## src/rtl/axa_undo_ctrl.sv

```systemverilog
// Undo-stack controller and direction sequencer for the AXA pipeline.
// Owns the circular undo stack and the forward/reverse execution flag.
module axa_undo_ctrl #(
  parameter int unsigned DEPTH_LOG2 = 4,
  parameter int unsigned W          = 16
) (
  input  logic                  clk,
  input  logic                  reset,
  input  logic                  push_req,
  input  logic [W-1:0]          push_data,
  output logic                  push_ack,
  input  logic                  pop_req,
  output logic                  pop_valid,
  output logic [W-1:0]          pop_data,
  input  logic [DEPTH_LOG2-1:0] peek_off,
  output logic [W-1:0]          peek_data,
  output logic                  peek_bad,
  input  logic                  flip_req,
  input  logic                  pipe_idle,
  output logic                  fwd,
  output logic                  stall,
  output logic [DEPTH_LOG2:0]   count,
  output logic                  empty,
  output logic                  full,
  output logic                  underflow
);

  localparam int unsigned DEPTH = 2 ** DEPTH_LOG2;
  localparam int unsigned PW    = DEPTH_LOG2;
  localparam int unsigned CW    = DEPTH_LOG2 + 1;

  typedef enum logic [1:0] {
    S_FWD     = 2'd0,
    S_DRAIN_R = 2'd1,
    S_REV     = 2'd2,
    S_DRAIN_F = 2'd3
  } state_t;

  state_t          state;
  state_t          state_nxt;
  logic [PW-1:0]   sp;
  logic [PW-1:0]   sp_m1;
  logic [PW-1:0]   peek_idx;
  logic [W-1:0]    mem [DEPTH];
  logic            pop_fire;

  // Direction state register
  always_ff @(posedge clk) begin
    if (reset) begin
      state <= S_FWD;
    end else begin
      state <= state_nxt;
    end
  end

  // Next-state and direction decode; drains only exit once the pipe is idle
  always_comb begin
    state_nxt = state;
    fwd       = 1'b1;
    stall     = 1'b0;
    push_ack  = 1'b0;
    pop_fire  = 1'b0;
    case (state)
      S_FWD: begin
        push_ack = push_req;
        if (flip_req) begin
          state_nxt = S_DRAIN_R;
        end
      end
      S_DRAIN_R: begin
        stall = 1'b1;
        if (pipe_idle) begin
          state_nxt = S_REV;
        end
      end
      S_REV: begin
        fwd      = 1'b0;
        pop_fire = pop_req;
        if (flip_req) begin
          state_nxt = S_DRAIN_F;
        end
      end
      S_DRAIN_F: begin
        fwd   = 1'b0;
        stall = 1'b1;
        if (pipe_idle) begin
          state_nxt = S_FWD;
        end
      end
      default: begin
        state_nxt = S_FWD;
      end
    endcase
  end

  assign sp_m1    = sp - PW'(1);
  assign empty    = (count == CW'(0));
  assign full     = (count == CW'(DEPTH));
  assign peek_idx = sp - peek_off - PW'(1);
  assign peek_data = mem[peek_idx];
  assign peek_bad  = ({1'b0, peek_off} >= count);

  // Stack pointer, occupancy and pop result; a full push overwrites the oldest entry
  always_ff @(posedge clk) begin
    if (reset) begin
      sp        <= '0;
      count     <= '0;
      pop_valid <= 1'b0;
      pop_data  <= '0;
      underflow <= 1'b0;
    end else begin
      pop_valid <= 1'b0;
      if (push_ack) begin
        sp <= sp + PW'(1);
        if (!full) begin
          count <= count + CW'(1);
        end
      end else if (pop_fire) begin
        pop_valid <= 1'b1;
        if (empty) begin
          pop_data  <= '0;
          underflow <= 1'b1;
        end else begin
          sp       <= sp_m1;
          count    <= count - CW'(1);
          pop_data <= mem[sp_m1];
        end
      end
    end
  end

  // Stack storage is deliberately left uninitialised by reset
  always_ff @(posedge clk) begin
    if (push_ack && !reset) begin
      mem[sp] <= push_data;
    end
  end

endmodule

```

## config.mk

```make
export PLATFORM = sky130hd
export DESIGN_NAME = axa_undo_ctrl
export DESIGN_NICKNAME = d
export VERILOG_FILES = /design/src/rtl/axa_undo_ctrl.sv
export SDC_FILE = /design/constraint.sdc
export NUM_CORES = 1
export LEC_CHECK = 0
export BUFFER_PORTS_ARGS = -buffer_cell sky130_fd_sc_hd__buf_2
export CAP_MARGIN = 20
export CORE_ASPECT_RATIO = 0.5
export CORE_MARGIN = 3
export CORE_UTILIZATION = 50
export CTS_CLUSTER_SIZE = 24
export DETAILED_ROUTE_END_ITERATION = 6
export HOLD_SLACK_MARGIN = 0.06
export PLACE_DENSITY_LB_ADDON = 0.3
export SETUP_SLACK_MARGIN = 0.2
export SLEW_MARGIN = 10
export SYNTH_ARGS = -nofsm -noshare
export SYNTH_HDL_FRONTEND = slang
export SYNTH_SLANG_ARGS = --single-unit
export TNS_END_PERCENT = 1
```

## constraint.sdc

```tcl
create_clock -name clk -period 3.65 [get_ports clk]
set_input_delay 0.5475 -clock clk [delete_from_list [all_inputs] [get_ports clk]]
set_output_delay 0.5475 -clock clk [all_outputs]
set_load 0.1 [all_outputs]
```

==> qor.txt, run 1 <==
Outcome -> complete, no violations
Global-route wire length before repair -> 52800 µm
PnR Total Power -> 13.1 mW
Overall fraction of global-route tracks in use -> 25.2%
Vias in the first global route -> 8229
Setup repair after global routing missed its margin -> yes
Synthesis-to-finish area growth -> 21.5%
Via-to-Cell Ratio -> 6.52
Number of CTS-inserted buffers -> 26
Area of the mapped netlist -> 13400 µm²
Number of buffer cells added on primary ports -> 70
Most common cell after layout, fill and taps aside -> sky130_fd_sc_hd__edfxtp_1
Worst hold path class -> in2reg
CTS clk-pin slew, worst paths -> 70 ps
Hold wc startpoint -> flip_req
Routed vias -> 8177
Max Transition Viols Final -> 0
Routed wire length -> 35500 µm
Worst-path cell with the longest stage delay -> sky130_fd_sc_hd__fa_2
Footprint of the multi-input gates -> 5210 µm²
Sequential Area -> 8270 µm²
1st-iter DRT viols -> 798
Share of cells above drive strength 1 -> 43.7%
Library cells used by synthesis -> 41
Starting density of the core -> 51.9%
Leakage power of the design -> 5.42 nW
Count of fill cells added during filler insertion -> 1750
Fin Hold WS -> 319 ps
Count of TritonRoute iterations in the first routing pass -> 5
CP required -> 3100 ps
Post-route worst setup slack -> 32.2 ps
Xor/xnor cell area share of the yosys netlist -> 1.06%
Skew final -> 37.4 ps
Arrival time at the worst endpoint -> 3070 ps
Post-synthesis compound-gate area fraction -> 5.89%
Post-Synth Simple-Gate Area -> 5.03%
Post-synthesis mux area share -> 21.9%
Die outline width -> 237 µm
Total die area -> 28800 µm²
Peak Freq -> 0.276 GHz
Worst IR drop on VDD -> 0.000460 V
CP Buf/Inv Count -> 5
Maximum fanout along the worst path -> 7
Max-cap violations -> 0
Antenna Violating Nets Remaining -> 0
Minimum setup slack after placement -> -35.4 ps
Clock root buffer master -> sky130_fd_sc_hd__clkbuf_16
Syn_area_per_cell -> 17.5 µm²
Count of unresolved DRC violations after routing -> 0
Worst skew pair latency -> 570 ps
TritonCTS clock tree -> built
Actual slew at the worst max-slew pin -> 759 ps
Total inserted antenna cells -> 0
Weighted congestion at the end of routability-driven global placement -> 0.806
Total of endpoints with negative setup slack in the final report -> 0
Placeable core region -> 25700 µm²
Category of the worst setup path capture point -> primary output
Average wire length per cell after detail routing -> 28.3 µm
Post-synthesis share of cell area spent on full adders, half adders and majority gates -> 1.74%
Critical setup path kind -> reg2out
Row cnt -> 41
Proportion of synthesized chip area in sequential cells -> 61.9%
Source of the worst register-to-register timing path -> sp[0]
Post-route cell area -> 16200 µm²
Antenna violations before repair -> 2
Final Cycle Share -> 99.1%
CP Launch Point -> sp[0]
Fin nets -> 934
CTS sink cnt -> 285
Total placed cells including tap cells -> 1190
H-tree level count -> 1
Total power density per cell area -> 806 nW/µm²
Crit path max-delay family -> buffers and inverters
Number of non-filler instances in the completed layout -> 1254
Most frequent cells in the layout -> 256 x sky130_fd_sc_hd__edfxtp_1, 123 x sky130_fd_sc_hd__mux4_2, 64 x sky130_fd_sc_hd__buf_4
Most instantiated flip-flop cell in the synthesis netlist -> sky130_fd_sc_hd__edfxtp_1
Number of buffers between clock root and the deepest sink -> 3
Placed Area -> 14800 µm²
Number of endpoints with negative hold slack in the final report -> 0
Num ports -> 71
Flop and latch count out of synthesis -> 285
Crit path cell chain -> ha_4 > inv_2 > fa_2 > buf_12 > bufbuf_16 > mux4_2 > a211oi_2 > buf_4 > a31oi_4 > buf_12
Dominant combinational cell family by area after synthesis -> multiplexers
Total congestion overflow after global routing -> 0
Worst relative slew slack -> 49.3%
Post-synth EDFFs -> 256
Half-perimeter wire length after detailed placement -> 21000 µm
Clock period minus final worst setup slack -> 3620 ps
Die height -> 122 µm
Share of synthesized registers carrying an async set or reset -> 0%
Synth warnings -> 0
Crit-path max cell delay -> 660 ps
Number of buffers inserted by hold repair at cts -> 0
Gate count of the mapped netlist -> 764
Maximum number of pins on one net before global-route repair -> 41
Syn nets -> 808
Startpoint class of the critical path -> flip-flop
Cell repeated most along the worst path -> sky130_fd_sc_hd__buf_12
## per-layer routing
| layer | up-vias | wire [µm] | track usage, % |
|---|---|---|---|
| li1 | 3399 | - | - |
| met3 | 65 | 4220 | 5.61 |
| met2 | 469 | 16200 | 38.5 |
| met1 | 4240 | 14200 | 37.5 |
| met4 | 4 | 964 | 6.52 |
| met5 | - | 22 | 0 |
## cell families after synthesis
logic type / count (synthesis)
AO/OA/AOI/OAI: 108
XOR/XNOR: 14
adder cells (fa/ha/maj): 18
buffers and inverters: 67
flip-flops: 285
multiplexers: 130
AND/OR/NAND/NOR: 142
## worst paths after layout
| kind | end | slack (ps) | depth (start not counted) |
|---|---|---|---|
| setup / recovery | peek_data[10] | 30 | 10 |
| hold / removal | state[0] | 320 | 3 |
| setup reg to reg | pop_data[2] | 610 | 9 |
| hold reg to reg | pop_data[5] | 450 | 2 |
## synth_stat cells, drive strengths merged, types with 5 or more instances
cell type | count | share of area [%]
o21ai | 7 | 0.26
xnor2 | 10 | 0.66
dfxtp | 29 | 4.3
clkbuf | 29 | 0.82
o31ai | 18 | 1.4
buf | 25 | 1.3
nand2 | 58 | 1.6
and2 | 17 | 0.80
a211oi | 34 | 1.9
a31oi | 19 | 0.89
nor2b | 17 | 0.80
a21oi | 7 | 0.26
edfxtp | 256 | 58
inv | 13 | 0.37
or3 | 7 | 0.33
nand2b | 5 | 0.23
ha | 17 | 1.6
o22ai | 16 | 0.75
mux4 | 128 | 22
nor2 | 28 | 0.79
## per-stage QoR
step	setup TNS [ps]	util, %
finish	0	63.1
global route	-188	63.1
CTS	0	62.2
detailed placement	-35.8	57.6
global placement	-35.3	57.6
floorplan	0	-
## final cells by class
| cell class | count | area share [%] |
|---|---|---|
| Sequential cell | 285 | 51.0 |
| Timing Repair Buffer | 152 | 8.67 |
| Tap cell | 344 | 2.65 |
| Clock inverter | 16 | 1.08 |
| Multi-Input combinational cell | 412 | 32.1 |
| Clock buffer | 32 | 4.15 |
| Inverter | 13 | 0.301 |
## tightest hold or removal path, stage by stage
cell	delay (ps)
sky130_fd_sc_hd__buf_2	100
sky130_fd_sc_hd__a21oi_1	110
sky130_fd_sc_hd__a211oi_1	50
## registers in the layout, indices dropped and copies added, names as in the netlist
register / count
mem: 256
pop_data: 16
count: 5
sp: 4
state: 2
pop_valid: 1
underflow: 1
## what timing repair did
| action | CTS | global route |
|---|---|---|
| pin swaps | 2 | 15 |
| setup endpoints to repair | 16 | 16 |
| gates resized for setup | 58 | 42 |
| hold endpoints to repair | 0 | 0 |
| gates cloned | 2 | 0 |
| buffers inserted | 6 | 8 |
## report_power, final
| group | total [mW] | internal, mW | switching, mW |
|---|---|---|---|
| clock | 2.76 | 1.53 | 1.22 |
| sequential | 3.75 | 3.65 | 0.0945 |
| combinational | 6.57 | 2.77 | 3.80 |
| total | 13.1 | 7.96 | 5.12 |
No activity file was read; power rests on OpenSTA's default activity.
==> run 2: changes to the inputs <==
--- a/config.mk
+++ b/config.mk
@@ -12,6 +12,7 @@
 export CORE_UTILIZATION = 50
 export CTS_CLUSTER_SIZE = 24
 export DETAILED_ROUTE_END_ITERATION = 6
+export GPL_TIMING_DRIVEN = 0
 export HOLD_SLACK_MARGIN = 0.06
 export PLACE_DENSITY_LB_ADDON = 0.3
 export SETUP_SLACK_MARGIN = 0.2
==> qor.txt, run 2 (synthesized netlist as in run 1, its figures left out) <==
Worst hold path class -> in2reg
Starting density of the core -> 51.9%
Minimum setup slack after placement -> -765 ps
Layout Utilization -> 64.1%
Maximum number of pins on one net before global-route repair -> 17
Weighted congestion at the end of routability-driven global placement -> 0.915
Outcome -> complete, no violations
Worst skew pair latency -> 550 ps
Synthesis-to-finish area growth -> 23.3%
Num ports -> 71
Max-cap violations -> 0
Post-route worst setup slack -> 6.08 ps
Count of TritonRoute iterations in the first routing pass -> 5
Average wire length per cell after detail routing -> 30.0 µm
Setup repair after global routing missed its margin -> yes
Die outline width -> 237 µm
Via-to-Cell Ratio -> 6.64
Placeable core region -> 25700 µm²
Worst relative slew slack -> 20.8%
Clock root buffer master -> sky130_fd_sc_hd__clkbuf_16
Most common cell after layout, fill and taps aside -> sky130_fd_sc_hd__edfxtp_1
H-tree level count -> 1
Leakage power of the design -> 5.44 nW
Number of buffers between clock root and the deepest sink -> 3
Maximum fanout along the worst path -> 8
Routed wire length -> 37500 µm
CTS clk-pin slew, worst paths -> 60 ps
Number of buffer cells added on primary ports -> 70
Fin Hold WS -> 284 ps
CP required -> 3100 ps
Clock period minus final worst setup slack -> 3640 ps
Category of the worst setup path capture point -> primary output
Worst IR drop on VDD -> 0.000513 V
Arrival time at the worst endpoint -> 3100 ps
Actual slew at the worst max-slew pin -> 1180 ps
Number of CTS-inserted buffers -> 26
Die height -> 122 µm
Antenna Violating Nets Remaining -> 0
Startpoint class of the critical path -> flip-flop
CTS sink cnt -> 285
Most frequent cells in the layout -> 256 x sky130_fd_sc_hd__edfxtp_1, 123 x sky130_fd_sc_hd__mux4_2, 62 x sky130_fd_sc_hd__buf_2
Peak Freq -> 0.274 GHz
Total congestion overflow after global routing -> 0
Critical setup path kind -> reg2out
Register containing the most flip-flops in the final layout -> mem
Antenna violations before repair -> 2
Max Transition Viols Final -> 0
Final Cycle Share -> 99.8%
Total power density per cell area -> 831 nW/µm²
Total of endpoints with negative setup slack in the final report -> 0
Row cnt -> 41
Number of endpoints with negative hold slack in the final report -> 0
1st-iter DRT viols -> 1106
Total die area -> 28800 µm²
Largest registers -> mem x256, pop_data x16, count x5
Overall fraction of global-route tracks in use -> 26.5%
Fin nets -> 931
Count of unresolved DRC violations after routing -> 0
Half-perimeter wire length after detailed placement -> 25400 µm
Routed vias -> 8316
Vias in the first global route -> 8305
Share of cells above drive strength 1 -> 43.6%
Flip-flop count of the largest register, all copies and words added -> 256
TritonCTS clock tree -> built
Skew final -> 15.1 ps
PnR Total Power -> 13.7 mW
Global-route wire length before repair -> 54600 µm
Setup total negative slack -> 0 ps
[run 2: cell count changes in the layout (fill, tap and decap cells not counted), moves of 8 or more]
| cell | before | now |
|---|---|---|
| sky130_fd_sc_hd__a211oi_1 | 20 | 12 |
| sky130_fd_sc_hd__a211oi_4 | 1 | 16 |
| sky130_fd_sc_hd__buf_12 | 26 | 16 |
| sky130_fd_sc_hd__buf_2 | 54 | 62 |
| sky130_fd_sc_hd__buf_4 | 64 | 11 |
| sky130_fd_sc_hd__buf_6 | 4 | 17 |
| sky130_fd_sc_hd__buf_8 | 2 | 14 |
| sky130_fd_sc_hd__clkbuf_1 | 6 | 15 |
| sky130_fd_sc_hd__clkbuf_8 | 0 | 11 |
[run 2: final cells by class]
class | instances | area, µm²
fill | 1718 | 9240
sequential | 285 | 8280
multi-input combinational | 412 | 5390
timing repair buffer | 95 | 893
clock buffer | 39 | 749
buffer | 54 | 488
tap | 344 | 430
clock inverter | 9 | 184
inverter | 13 | 48.8
antenna | 2 | 5.00
[run 2: where the power goes]
part	switching, mW	internal [mW]
logic	4.27	2.68
registers	0.0908	3.66
clock network	1.20	1.78
[run 2: critical path: stages (launching register included)]
cell and delay [ps]:
sky130_fd_sc_hd__dfxtp_4 380, sky130_fd_sc_hd__ha_4 140, sky130_fd_sc_hd__inv_2 40, sky130_fd_sc_hd__fa_2 580, sky130_fd_sc_hd__buf_12 160, sky130_fd_sc_hd__buf_6 120
sky130_fd_sc_hd__mux4_2 280, sky130_fd_sc_hd__and2_4 180, sky130_fd_sc_hd__a211oi_4 390, sky130_fd_sc_hd__a31oi_4 80, sky130_fd_sc_hd__buf_12 190
[run 2: worst paths after layout]
kind,startpoint,endpoint,slack [ps],cells past startpoint
worst max-delay path,sp[0],peek_data[4],6,10
worst min-delay path,reset,state[0],280,2
worst max register to register,sp[0],pop_data[4],420,9
worst min register to register,pop_data[6],pop_data[6],450,2
[run 2: metal layers]
metal  up-vias  wire [µm]  global-route usage, %  share of wire [%]
li1       3398          -                      -                  -
met2       584      16500                   38.8                 44
met4         0        923                   7.54                2.5
met3        64       5970                   10.0                 16
met1      4270      14200                   37.7                 38
met5         -          0                      0                  0
[run 2: what timing repair did]
action / CTS / global route
hold buffers: 0 / 0
endpoints found under the setup margin: 33 / 32
gates resized for setup: 150 / 45
pin swaps: 17 / 15
setup buffers: 5 / 0
gates cloned: 1 / 0
[run 2: through the flow]
stage	std cells	instance area, µm²
2_1_floorplan	764	13600
3_3_place_gp	1178	14400
3_5_place_dp	1197	14700
4_1_cts	1251	16300
5_1_grt	1252	16500
6_report	1253	16500
==> run 3: changes to the inputs <==
--- a/config.mk
+++ b/config.mk
@@ -9,7 +9,7 @@
 export CAP_MARGIN = 20
 export CORE_ASPECT_RATIO = 0.5
 export CORE_MARGIN = 3
-export CORE_UTILIZATION = 50
+export CORE_UTILIZATION = 45
 export CTS_CLUSTER_SIZE = 24
 export DETAILED_ROUTE_END_ITERATION = 6
 export GPL_TIMING_DRIVEN = 0
==> qor.txt, run 3 (synthesized netlist as in run 1, its figures left out) <==
Worst skew pair latency -> 550 ps
Hold Crit Depth -> 2
Actual slew at the worst max-slew pin -> 1250 ps
H-tree level count -> 1
Clock root buffer master -> sky130_fd_sc_hd__clkbuf_16
Most common cell after layout, fill and taps aside -> sky130_fd_sc_hd__edfxtp_1
CTS clk-pin slew, worst paths -> 60 ps
Failing checks -> setup timing
Most frequent cells in the layout -> 256 x sky130_fd_sc_hd__edfxtp_1, 123 x sky130_fd_sc_hd__mux4_2, 62 x sky130_fd_sc_hd__buf_2
CTS sink cnt -> 285
CP required -> 3100 ps
Number of endpoints with negative hold slack in the final report -> 0
Power dissipated by switching net loads -> 5.51 mW
Fin Hold WS -> 257 ps
Flip-flop count of the largest register, all copies and words added -> 256
R2R cell count -> 9
Net switching fraction of the power -> 41.1%
Die height -> 128 µm
Count of unresolved DRC violations after routing -> 0
Synthesis-to-finish area growth -> 23.0%
Largest registers -> mem x256, pop_data x16, count x5
Count of TritonRoute iterations in the first routing pass -> 5
Category of the worst setup path capture point -> primary output
Total congestion overflow after global routing -> 0
Share of cells above drive strength 1 -> 42.8%
PnR Total Power -> 13.4 mW
Antenna violations before repair -> 1
Leakage power of the design -> 5.41 nW
Fraction of power consumed by the clock network -> 22.0%
Post-route worst setup slack -> -2.38 ps
Setup total negative slack -> -2.38 ps
Starting density of the core -> 46.9%
Crit path max-delay family -> adder cells
Via-to-Cell Ratio -> 6.33
Share of total power in combinational logic -> 50.0%
Worst-path cell with the longest stage delay -> sky130_fd_sc_hd__fa_2
Maximum fanout along the worst path -> 10
Arrival time at the worst endpoint -> 3100 ps
Num ports -> 71
Fin nets -> 930
Critical setup path kind -> reg2out
Outcome -> finished with violations
Average wire length per cell after detail routing -> 28.9 µm
Weighted congestion at the end of routability-driven global placement -> 0.849
Worst hold path class -> in2reg
1st-iter DRT viols -> 1023
Number of buffer cells added on primary ports -> 70
Die outline width -> 250 µm
Global-route wire length before repair -> 54400 µm
Number of buffers between clock root and the deepest sink -> 3
Maximum number of pins on one net before global-route repair -> 17
Routed vias -> 8171
Half-perimeter wire length after detailed placement -> 25700 µm
Register share of total power -> 27.9%
Vias in the first global route -> 8221
CP Buf/Inv Count -> 4
Number of cells on the critical path -> 10
Row cnt -> 43
Total placed cells including tap cells -> 1236
Crit-path max cell delay -> 540 ps
Total die area -> 31900 µm²
Register containing the most flip-flops in the final layout -> mem
Number of non-filler instances in the completed layout -> 1290
Final Cycle Share -> 100%
Overall fraction of global-route tracks in use -> 23.6%
Total of endpoints with negative setup slack in the final report -> 1
Setup repair after global routing missed its margin -> yes
Clock period minus final worst setup slack -> 3650 ps
Max Transition Viols Final -> 0
Placeable core region -> 28500 µm²
Max-cap violations -> 0
Number of CTS-inserted buffers -> 27
Total power density per cell area -> 816 nW/µm²
Startpoint class of the critical path -> flip-flop
Skew final -> 11.3 ps
Cell-internal power -> 7.89 mW
Worst IR drop on VDD -> 0.000739 V
Routed wire length -> 37300 µm
TritonCTS clock tree -> built
Layout Utilization -> 57.7%
Peak Freq -> 0.274 GHz
Number of buffers inserted by hold repair at cts -> 0
Crit path cell chain -> ha_1 > inv_1 > fa_2 > buf_12 > buf_12 > mux4_2 > and2_1 > a211oi_4 > a31oi_4 > buf_12
Cell repeated most along the worst path -> sky130_fd_sc_hd__buf_12
Worst relative slew slack -> 16.1%
Antenna Violating Nets Remaining -> 0
-- run 3: power groups by stage --
stage	Combinational, mW	Sequential (mW)	Clock [mW]
after floorplan	4.17	4.04	0
after global placement	5.78	3.81	0
after detailed placement	5.86	3.81	0
after CTS	6.49	3.74	2.97
after global routing	6.99	3.75	3.11
final	6.71	3.74	2.95
-- run 3: metal layers --
metal / vias up / track usage (%) / wire length (µm)
li1: 3387 / - / -
met2: 452 / 35.6 / 16900
met1: 4290 / 33.8 / 15300
met5: - / 0 / 0
met4: 0 / 5.55 / 493
met3: 42 / 7.60 / 4630
-- run 3: final cells by class --
cell class	count	area [µm²]
Fill cell	2094	12000
Sequential cell	285	8270
Multi-Input combinational cell	412	5360
Timing Repair Buffer	93	851
Clock buffer	41	840
Tap cell	382	478
Buffer	54	473
Clock inverter	9	98.8
Inverter	13	48.8
Antenna cell	1	2.50
-- run 3: path summary, 6_finish.rpt --
kind               startpoint             to  slack [ps]
setup reg to reg        sp[0]   pop_data[13]         260
hold reg to reg   pop_data[8]    pop_data[8]         450
setup / recovery        sp[0]  peek_data[14]          -2
hold / removal          reset       count[4]         260
-- run 3: stage by stage --
stage	area, µm²	worst slack (ps)
detailed placement	14800	-857
CTS	16300	21.4
global route	16400	-80.0
finish	16400	-2.38
global placement	14400	-779
floorplan	13600	140
-- run 3: repair_timing --
action	4_1_cts	5_1_grt
endpoints found under the setup margin	33	32
pin swaps	15	3
setup buffers	3	0
resized for setup	128	33
